--- src/rtl/popcount_pkg.sv ---
// Shared sizing helpers for the popcount pipeline.
// The upstream counter and the frame accumulator both size their ports from these.
package popcount_pkg;

  function automatic int cnt_width(input int width);
    return $clog2(width) + 1;
  endfunction

  // Widest total is every word fully set, so the sum must hold width*frame_len.
  function automatic int sum_width(input int width, input int frame_len);
    return $clog2(width * frame_len + 1);
  endfunction

endpackage

--- src/rtl/popcount_frame_accumulator_if.sv ---
// Count input and frame-result ready/valid bundle for popcount_frame_accumulator.
// The slave modport is the accumulator side; master is the driver/consumer side.
interface popcount_frame_accumulator_if #(
  parameter int WIDTH     = 16,
  parameter int FRAME_LEN = 8
);
  import popcount_pkg::*;

  localparam int CNT_W = cnt_width(WIDTH);
  localparam int SUM_W = sum_width(WIDTH, FRAME_LEN);

  logic [CNT_W-1:0] cnt_i;
  logic             cnt_val_i;
  logic             frame_clr_i;
  logic [SUM_W-1:0] sum_o;
  logic [CNT_W-1:0] max_o;
  logic             sum_val_o;
  logic             sum_ready_i;
  logic             overrun_o;

  modport master (
    output cnt_i, cnt_val_i, frame_clr_i, sum_ready_i,
    input  sum_o, max_o, sum_val_o, overrun_o
  );

  modport slave (
    input  cnt_i, cnt_val_i, frame_clr_i, sum_ready_i,
    output sum_o, max_o, sum_val_o, overrun_o
  );

endinterface

--- src/rtl/popcount_out_reg.sv ---
// Single-entry ready/valid holding register. A load while the held entry is
// still unaccepted overwrites it and raises a sticky overrun flag.
module popcount_out_reg #(
  parameter int DATA_W = 8
) (
  input  logic              clk,
  input  logic              rst,
  input  logic              load,
  input  logic [DATA_W-1:0] data_in,
  input  logic              ready,
  input  logic              clr,
  output logic [DATA_W-1:0] data_out,
  output logic              valid,
  output logic              overrun
);

  logic transfer;

  assign transfer = valid & ready;

  // Data only changes on load, so it holds after a transfer.
  always_ff @(posedge clk or posedge rst) begin
    if (rst) begin
      data_out <= '0;
      valid    <= 1'b0;
    end else if (load) begin
      data_out <= data_in;
      valid    <= 1'b1;
    end else if (transfer) begin
      valid    <= 1'b0;
    end
  end

  always_ff @(posedge clk or posedge rst) begin
    if (rst) begin
      overrun <= 1'b0;
    end else if (clr) begin
      overrun <= 1'b0;
    end else if (load && !transfer && valid) begin
      overrun <= 1'b1;
    end
  end

endmodule

--- src/rtl/popcount_frame_accumulator.sv ---
// Accumulates FRAME_LEN valid popcounts into a frame total and frame maximum,
// presenting each result on a ready/valid output that flags overwrites.
module popcount_frame_accumulator
  import popcount_pkg::*;
#(
  parameter int WIDTH     = 16,
  parameter int FRAME_LEN = 8
) (
  input logic clk_i,
  input logic arst_i,
  popcount_frame_accumulator_if.slave bus
);

  localparam int CNT_W = cnt_width(WIDTH);
  localparam int SUM_W = sum_width(WIDTH, FRAME_LEN);
  localparam int IDX_W = (FRAME_LEN > 1) ? $clog2(FRAME_LEN) : 1;

  logic [IDX_W-1:0] word_idx;
  logic [SUM_W-1:0] acc;
  logic [CNT_W-1:0] max_q;
  logic [SUM_W-1:0] next_acc;
  logic [CNT_W-1:0] next_max;
  logic             first_word;
  logic             last_word;
  logic             accept;
  logic             complete;

  assign first_word = (word_idx == '0);
  assign last_word  = (word_idx == IDX_W'(FRAME_LEN - 1));
  assign accept     = bus.cnt_val_i & ~bus.frame_clr_i;
  assign complete   = accept & last_word;

  // The first word of a frame restarts the running values instead of adding to them.
  always_comb begin
    next_acc = SUM_W'(bus.cnt_i);
    next_max = bus.cnt_i;
    if (!first_word) begin
      next_acc = acc + SUM_W'(bus.cnt_i);
      next_max = (bus.cnt_i > max_q) ? bus.cnt_i : max_q;
    end
  end

  always_ff @(posedge clk_i or posedge arst_i) begin
    if (arst_i) begin
      word_idx <= '0;
      acc      <= '0;
      max_q    <= '0;
    end else if (bus.frame_clr_i) begin
      word_idx <= '0;
      acc      <= '0;
      max_q    <= '0;
    end else if (bus.cnt_val_i) begin
      acc      <= next_acc;
      max_q    <= next_max;
      word_idx <= last_word ? '0 : word_idx + 1'b1;
    end
  end

  popcount_out_reg #(
    .DATA_W(SUM_W + CNT_W)
  ) u_out_reg (
    .clk     (clk_i),
    .rst     (arst_i),
    .load    (complete),
    .data_in ({next_max, next_acc}),
    .ready   (bus.sum_ready_i),
    .clr     (bus.frame_clr_i),
    .data_out({bus.max_o, bus.sum_o}),
    .valid   (bus.sum_val_o),
    .overrun (bus.overrun_o)
  );

endmodule

--- src/flat_wrapper.sv ---
// flat-port wrapper written by rule: the top's interface ports become plain ports
module popcount_frame_accumulator_flat import popcount_pkg::*;
#(
  parameter int WIDTH     = 16,
  parameter int FRAME_LEN = 8
)
  (clk_i, arst_i, bus_cnt_i, bus_cnt_val_i, bus_frame_clr_i, bus_sum_ready_i, bus_sum_o, bus_max_o, bus_sum_val_o, bus_overrun_o);
  popcount_frame_accumulator_if #(.WIDTH(WIDTH), .FRAME_LEN(FRAME_LEN)) bus_i ();
  input logic clk_i;
  input logic arst_i;
  input wire logic [$bits(bus_i.cnt_i)-1:0] bus_cnt_i;
  input wire logic [$bits(bus_i.cnt_val_i)-1:0] bus_cnt_val_i;
  input wire logic [$bits(bus_i.frame_clr_i)-1:0] bus_frame_clr_i;
  input wire logic [$bits(bus_i.sum_ready_i)-1:0] bus_sum_ready_i;
  output wire logic [$bits(bus_i.sum_o)-1:0] bus_sum_o;
  output wire logic [$bits(bus_i.max_o)-1:0] bus_max_o;
  output wire logic [$bits(bus_i.sum_val_o)-1:0] bus_sum_val_o;
  output wire logic [$bits(bus_i.overrun_o)-1:0] bus_overrun_o;
  assign bus_i.cnt_i = bus_cnt_i;
  assign bus_i.cnt_val_i = bus_cnt_val_i;
  assign bus_i.frame_clr_i = bus_frame_clr_i;
  assign bus_i.sum_ready_i = bus_sum_ready_i;
  assign bus_sum_o = bus_i.sum_o;
  assign bus_max_o = bus_i.max_o;
  assign bus_sum_val_o = bus_i.sum_val_o;
  assign bus_overrun_o = bus_i.overrun_o;
  popcount_frame_accumulator #(.WIDTH(WIDTH), .FRAME_LEN(FRAME_LEN)) u_core (.clk_i(clk_i), .arst_i(arst_i), .bus(bus_i));
endmodule
--- config.mk ---
export PLATFORM = sky130hd
export DESIGN_NAME = popcount_frame_accumulator_flat
export DESIGN_NICKNAME = d
export VERILOG_FILES = /design/src/rtl/popcount_pkg.sv /design/src/rtl/popcount_frame_accumulator_if.sv /design/src/rtl/popcount_out_reg.sv /design/src/rtl/popcount_frame_accumulator.sv /design/src/flat_wrapper.sv
export SDC_FILE = /design/constraint.sdc
export NUM_CORES = 1
export LEC_CHECK = 0
export CAP_MARGIN = 20
export CORE_ASPECT_RATIO = 2
export CORE_MARGIN = 5
export CORE_UTILIZATION = 62
export CTS_BUF_LIST = sky130_fd_sc_hd__clkbuf_8 sky130_fd_sc_hd__clkbuf_16
export CTS_CLUSTER_DIAMETER = 50
export DETAILED_ROUTE_END_ITERATION = 10
export DONT_BUFFER_PORTS = 1
export GPL_ROUTABILITY_DRIVEN = 0
export PLACE_DENSITY = 0.82
export SLEW_MARGIN = 20
export SYNTH_ARGS = -nofsm -noshare
export SYNTH_HDL_FRONTEND = slang
export SYNTH_SLANG_ARGS = --single-unit
--- constraint.sdc ---
create_clock -name clk_i -period 2.44 [get_ports clk_i]
set_clock_uncertainty 0.05 [all_clocks]
set_input_delay 0.488 -clock clk_i [delete_from_list [all_inputs] [get_ports clk_i]]
set_output_delay 0.488 -clock clk_i [all_outputs]
set_load 0.005 [all_outputs]
==> After elaboration in Yosys (flattened, before gate mapping) <==
Cells that the tools add are included.
Widths: inputs -> output; s select.
{ "word_totals": {"register_bits": 31, "input_bits": 10, "output_inout_bits": 15, "elab_cells": 35} }
{ "op_classes": {"addsub": 2, "magnitude_cmp": 1, "eq_ne": 1, "n_mux": 14, "bitwise_logic": 4, "reduce_logical": 7} }
{ "ops": {"columns": ["operator", "n"], "rows": [
  ["$mux 8", 3],
  ["$mux 5", 4],
  ["$mux 3", 3],
  ["$add 8x5->8", 1],
  ["$reduce_bool 2->1", 3],
  ["$gt 5x5->1", 1],
  ["$mux 1", 4],
  ["$add 3x1->3 const B", 1],
  ["$and 1x1->1", 3],
  ["$eq 3x3->1 const B", 1],
  ["$logic_not 3->1", 1],
  ["$logic_and 1x1->1", 2],
  ["$logic_not 1->1", 1],
  ["$not 1->1", 1]
]} }

==> Logic depth before layout (Yosys ltp) <==
{ "logic_depth": {"word_depth": 7, "mapped_depth": 9, "depth_no_buf": 7} }

==> Cells and area by module <==
A second synthesis with hierarchy kept.
{ "hier_totals": {"cells_unflattened": 182, "area_unflattened_um2": 1966.9} }
{ "by_module_without_submodules": {"columns": ["module", "n_inst", "cells_each", "area_each_um2", "seq_area_each_um2"], "rows": [
  ["popcount_frame_accumulator", 1, 146, 1351.3, 400.4],
  ["popcount_out_reg", 1, 36, 615.6, 375.4]
]} }

==> Least setup slack after synthesis <==
No wires, ideal clock.
{ "synth_timing": {"path_kind": "input -> register", "startpoint": "input port bus_cnt_i[0]", "endpoint": "register u_core.u_out_reg.data_out[6]", "setup_time_ns": 0.134, "arrival_ns": 1.813, "required_ns": 2.256, "setup_slack_ns": 0.442, "stages": 7, "path_buffers": 0, "cell_sequence": "ha_1 -> fa_1 -> a211oi_1 -> nor2_1 -> o21ai_1 -> xor2_1 -> o31ai_1"} }
{ "synth_between": {"elab_chain_len": 2} }
{ "synth_rtl": {"columns": ["element", "line", "text"], "rows": [
  ["from (decl)", "flat_wrapper.sv:11", "input wire logic [$bits(bus_i.cnt_i)-1:0] bus_cnt_i;"],
  ["$add 8x5->8", "popcount_frame_accumulator.sv:38", "next_acc = acc + SUM_W'(bus.cnt_i);"],
  ["$mux 8", "popcount_frame_accumulator.sv:37", "if (!first_word) begin"],
  ["to (signal assigned)", "popcount_out_reg.sv:27", "data_out <= data_in;"],
  ["to (decl)", "popcount_out_reg.sv:12", "output logic [DATA_W-1:0] data_out,"]
]} }
Every way passes these cells.
A chain may end at the register's enable or synchronous reset.

==> Worst setup path in the final report <==
{ "layout_timing": {"startpoint": "register u_core.acc[0]", "endpoint": "register u_core.acc[4]"} }
{ "layout_between": {"elab_chain_len": 4} }
{ "layout_rtl": {"columns": ["element", "line", "text"], "rows": [
  ["from (decl)", "popcount_frame_accumulator.sv:19", "logic [SUM_W-1:0] acc;"],
  ["from (signal assigned)", "popcount_frame_accumulator.sv:53", "acc <= next_acc;"],
  ["$add 8x5->8", "popcount_frame_accumulator.sv:38", null],
  ["$mux 8", "popcount_frame_accumulator.sv:37", null],
  ["$mux 8", "popcount_frame_accumulator.sv:52", "end else if (bus.cnt_val_i) begin"],
  ["$mux 8", "popcount_frame_accumulator.sv:48", "end else if (bus.frame_clr_i) begin"]
]} }
Every way passes these cells. The select of a mux whose other input is x is not followed.

==> impl_metrics.json <==
{
  "cap_violations": 0,
  "grt_pass1_vias": 1494,
  "final_util_pct": 68.07,
  "portBuffers": 0,
  "worstMarginPinSlew_ps": 588.5,
  "drt_iter0_markers": 44,
  "synth_mux_area_share_pct": 6.050,
  "die_h_um": 87.05,
  "syn_inst": 192,
  "post_drt_via_cell_ratio": 6.464,
  "hold_class": "in -> async",
  "start_util_pct": 63.30,
  "yosysTopAreaCellShare_pct": 42.15,
  "postPlaceCellArea_mm2": 0.001862,
  "p_leak_uw": 0.0009153,
  "cts.clk_slew.worst_paths_ps": 60,
  "gr-usage-met1_pct": 22.49,
  "finalHoldViolations": 0,
  "async_reset_ff_share_pct": 100.0,
  "seqPwrFrac_pct": 44.0,
  "switching_share_pct": 24.42,
  "nFillCells": 218,
  "powerDensity_mw_per_mm2": 627.8,
  "synth-seq-area-share_pct": 42.15,
  "place_ws_ps": 272.0,
  "crit_start": "u_core.acc[0]",
  "crit_arrival_ps": 2230,
  "cp-end-kind": "flop",
  "postRouteAntennaNets": 0,
  "peakVddDrop_v": 0.0006559,
  "nNetsFinal": 217,
  "synth.top_cells.by_area": "dfrtp_1 (42%), ha_1 (8.8%), mux2i_1 (5.4%)",
  "use_met3_pct": 4.288,
  "post-route-cell-area_mm2": 0.001979,
  "synth_edf_count": 0,
  "drc": 0,
  "syn_to_final_growth_pct": 7.546,
  "synth_commonest_cells": "dfrtp_1 (31), nand2_1 (16), nor2_1 (16)",
  "synth_top_family_by_area": "compound AO/OA/AOI/OAI gates",
  "coreArea_mm2": 0.002908,
  "synth_most_common_cell": "dfrtp_1",
  "p_total_uw": 1243,
  "die_area_mm2": 0.004224,
  "synth_area_leader_cell": "dfrtp_1",
  "critPathLaunchType": "flop",
  "critPathKind": "reg -> reg",
  "slew_violations": 0,
  "synth-seq-cells": 31,
  "worstPathRequired_ps": 2570,
  "synth-main-ff-cell": "dfrtp_1",
  "internal-power_uw": 939.3,
  "finalCritPeriodShare_pct": 86.07,
  "status": "finished clean",
  "setup_slack_ps": 339.8,
  "cts_buffers": 5,
  "rsz0062_at_grt": "false",
  "r2r-start": "u_core.acc[0]",
  "antennaDiodeCount": 0,
  "ys_types": 40,
  "clkPwrFrac_pct": 41.0,
  "synth-simple-area-share_pct": 16.38,
  "ioPinCount": 25,
  "cts-root-buf": "clkbuf_8",
  "grtUsageTotal_pct": 19.35,
  "fmaxAchievable_mhz": 476.2,
  "num_vias": 1448,
  "tns_ps": 0,
  "tritoncts": "yes",
  "drive_gt1_share_pct": 7.732,
  "synthXorXnorAreaFrac_pct": 1.903,
  "die_w_um": 48.53,
  "wirelength_um": 3772,
  "syn_area_per_cell_um2": 9.586,
  "clockBufferDepth": 2,
  "gr-total-overflow": 0,
  "synth-compound-area-share_pct": 19.24,
  "grt_max_degree": 32,
  "crit_fanout": 3,
  "dp_hpwl_um": 2863,
  "antenna_found_initial": 0,
  "synth_warnings": 0,
  "dr.pass1.iters": 4,
  "post_cts.resized_instances": 0,
  "cts_hold_buf": 0,
  "wl_per_cell_um": 16.84,
  "use_met2_pct": 32.98,
  "p_sw_uw": 303.4,
  "synthAdderAreaFrac_pct": 9.925,
  "cts.sinks": 31,
  "slew_headroom_pct": 60.76,
  "finalCriticalPeriod_ps": 2100,
  "cts_setup_buffers": 0,
  "num_rows": 28,
  "final-setup-viol-count": 0,
  "syn-num-nets": 216,
  "combPwrFrac_pct": 14.9,
  "htreeDepth": 2,
  "grt_first_pass_wirelength_um": 6582,
  "clkLatencyLatePin_ps": 280,
  "syn_area_mm2": 0.001841,
  "busiest_layer": "met2"
}
metal layers:
| metal | up-vias | routed length [um] |
|---|---|---|
| li1 | 690 | - |
| met1 | 704 | 1458 |
| met2 | 44 | 2024 |
| met3 | 10 | 200 |
| met4 | 0 | 88 |
| met5 | - | 0 |
cells by family (layout without fill, tap and decap cells):
| kind of cell | after synthesis | after routing |
|---|---|---|
| buffers and inverters | 20 | 22 |
| adders and majority gates | 14 | 14 |
| DFF | 31 | 31 |
| xor gates and xnor gates | 4 | 4 |
| AOI/OAI and AO/OA | 51 | 51 |
| muxes | 11 | 11 |
| and+or+nand+nor | 61 | 61 |
through the flow:
step / cells / hold slack [ps]
after floorplan: 192 / 422.6
after global placement: 216 / 419.0
after detailed placement: 216 / 426.2
after CTS: 224 / 119.9
after global routing: 224 / 164.9
final: 224 / 115.3
cells in the final DEF, fill, tap and decap left out, types with 2 or more instances in the layout:
cell type / instances
a211oi_1: 8
a21o_1: 4
a21oi_1: 4
a31oi_1: 3
buf_4: 3
clkbuf_8: 6
dfrtp_1: 31
ha_1: 13
inv_1: 11
mux2i_1: 10
nand2_1: 16
nand2b_1: 12
nand3_1: 3
nor2_1: 16
nor3_1: 4
o21ai_0: 9
o21ai_1: 6
o221a_1: 4
o31ai_1: 6
or3_1: 2
xnor2_1: 2
xor2_1: 2
registers in the layout, summed over array words and instances, names as in the netlist:
name                       count
u_core.word_idx                3
u_core.u_out_reg.overrun       1
u_core.u_out_reg.valid         1
u_core.u_out_reg.data_out     13
u_core.acc                     8
u_core.max_q                   5
final timing paths:
| kind | endpoint | slack (ps) | cells after the start |
|---|---|---|---|
| setup / recovery | u_core.acc[4] | 340 | 7 |
| hold / removal | u_core.acc[5] | 120 | 2 |
| setup reg to reg | u_core.acc[4] | 340 | 7 |
| hold reg to reg | u_core.u_out_reg.data_out[5] | 450 | 2 |
| max in group asynchronous | u_core.max_q[2] | 1940 | 2 |
| min in group clk_i | u_core.max_q[4] | 220 | 1 |
power groups by stage:
| stage | Combinational (uW) | Sequential, uW | Clock, uW |
|---|---|---|---|
| 3_3_place_gp | 173 | 555 | 0 |
| 6_report | 186 | 547 | 510 |
| 3_5_place_dp | 183 | 556 | 0 |
| 4_1_cts | 185 | 547 | 517 |
| 5_1_grt | 211 | 549 | 543 |
| 2_1_floorplan | 155 | 551 | 0 |
layout make-up:
type,instances,area [um^2],area share [%]
tap,30,37.54,1.896
clock buffer,6,82.58,4.172
timing repair buffer,3,22.52,1.138
sequential,31,775.7,39.19
inverter,11,41.29,2.086
clock inverter,2,35.03,1.770
multi-input combinational,141,984.7,49.75
worst max-delay path, cell delays in order, from the launching register on:
cell	delay, ps
dfrtp_1	390
ha_1	230
fa_1	430
a211oi_1	240
nor2_1	100
o21ai_0	160
o21ai_1	110
a211oi_1	290
Note: power is estimated with default switching activity, not from simulation.
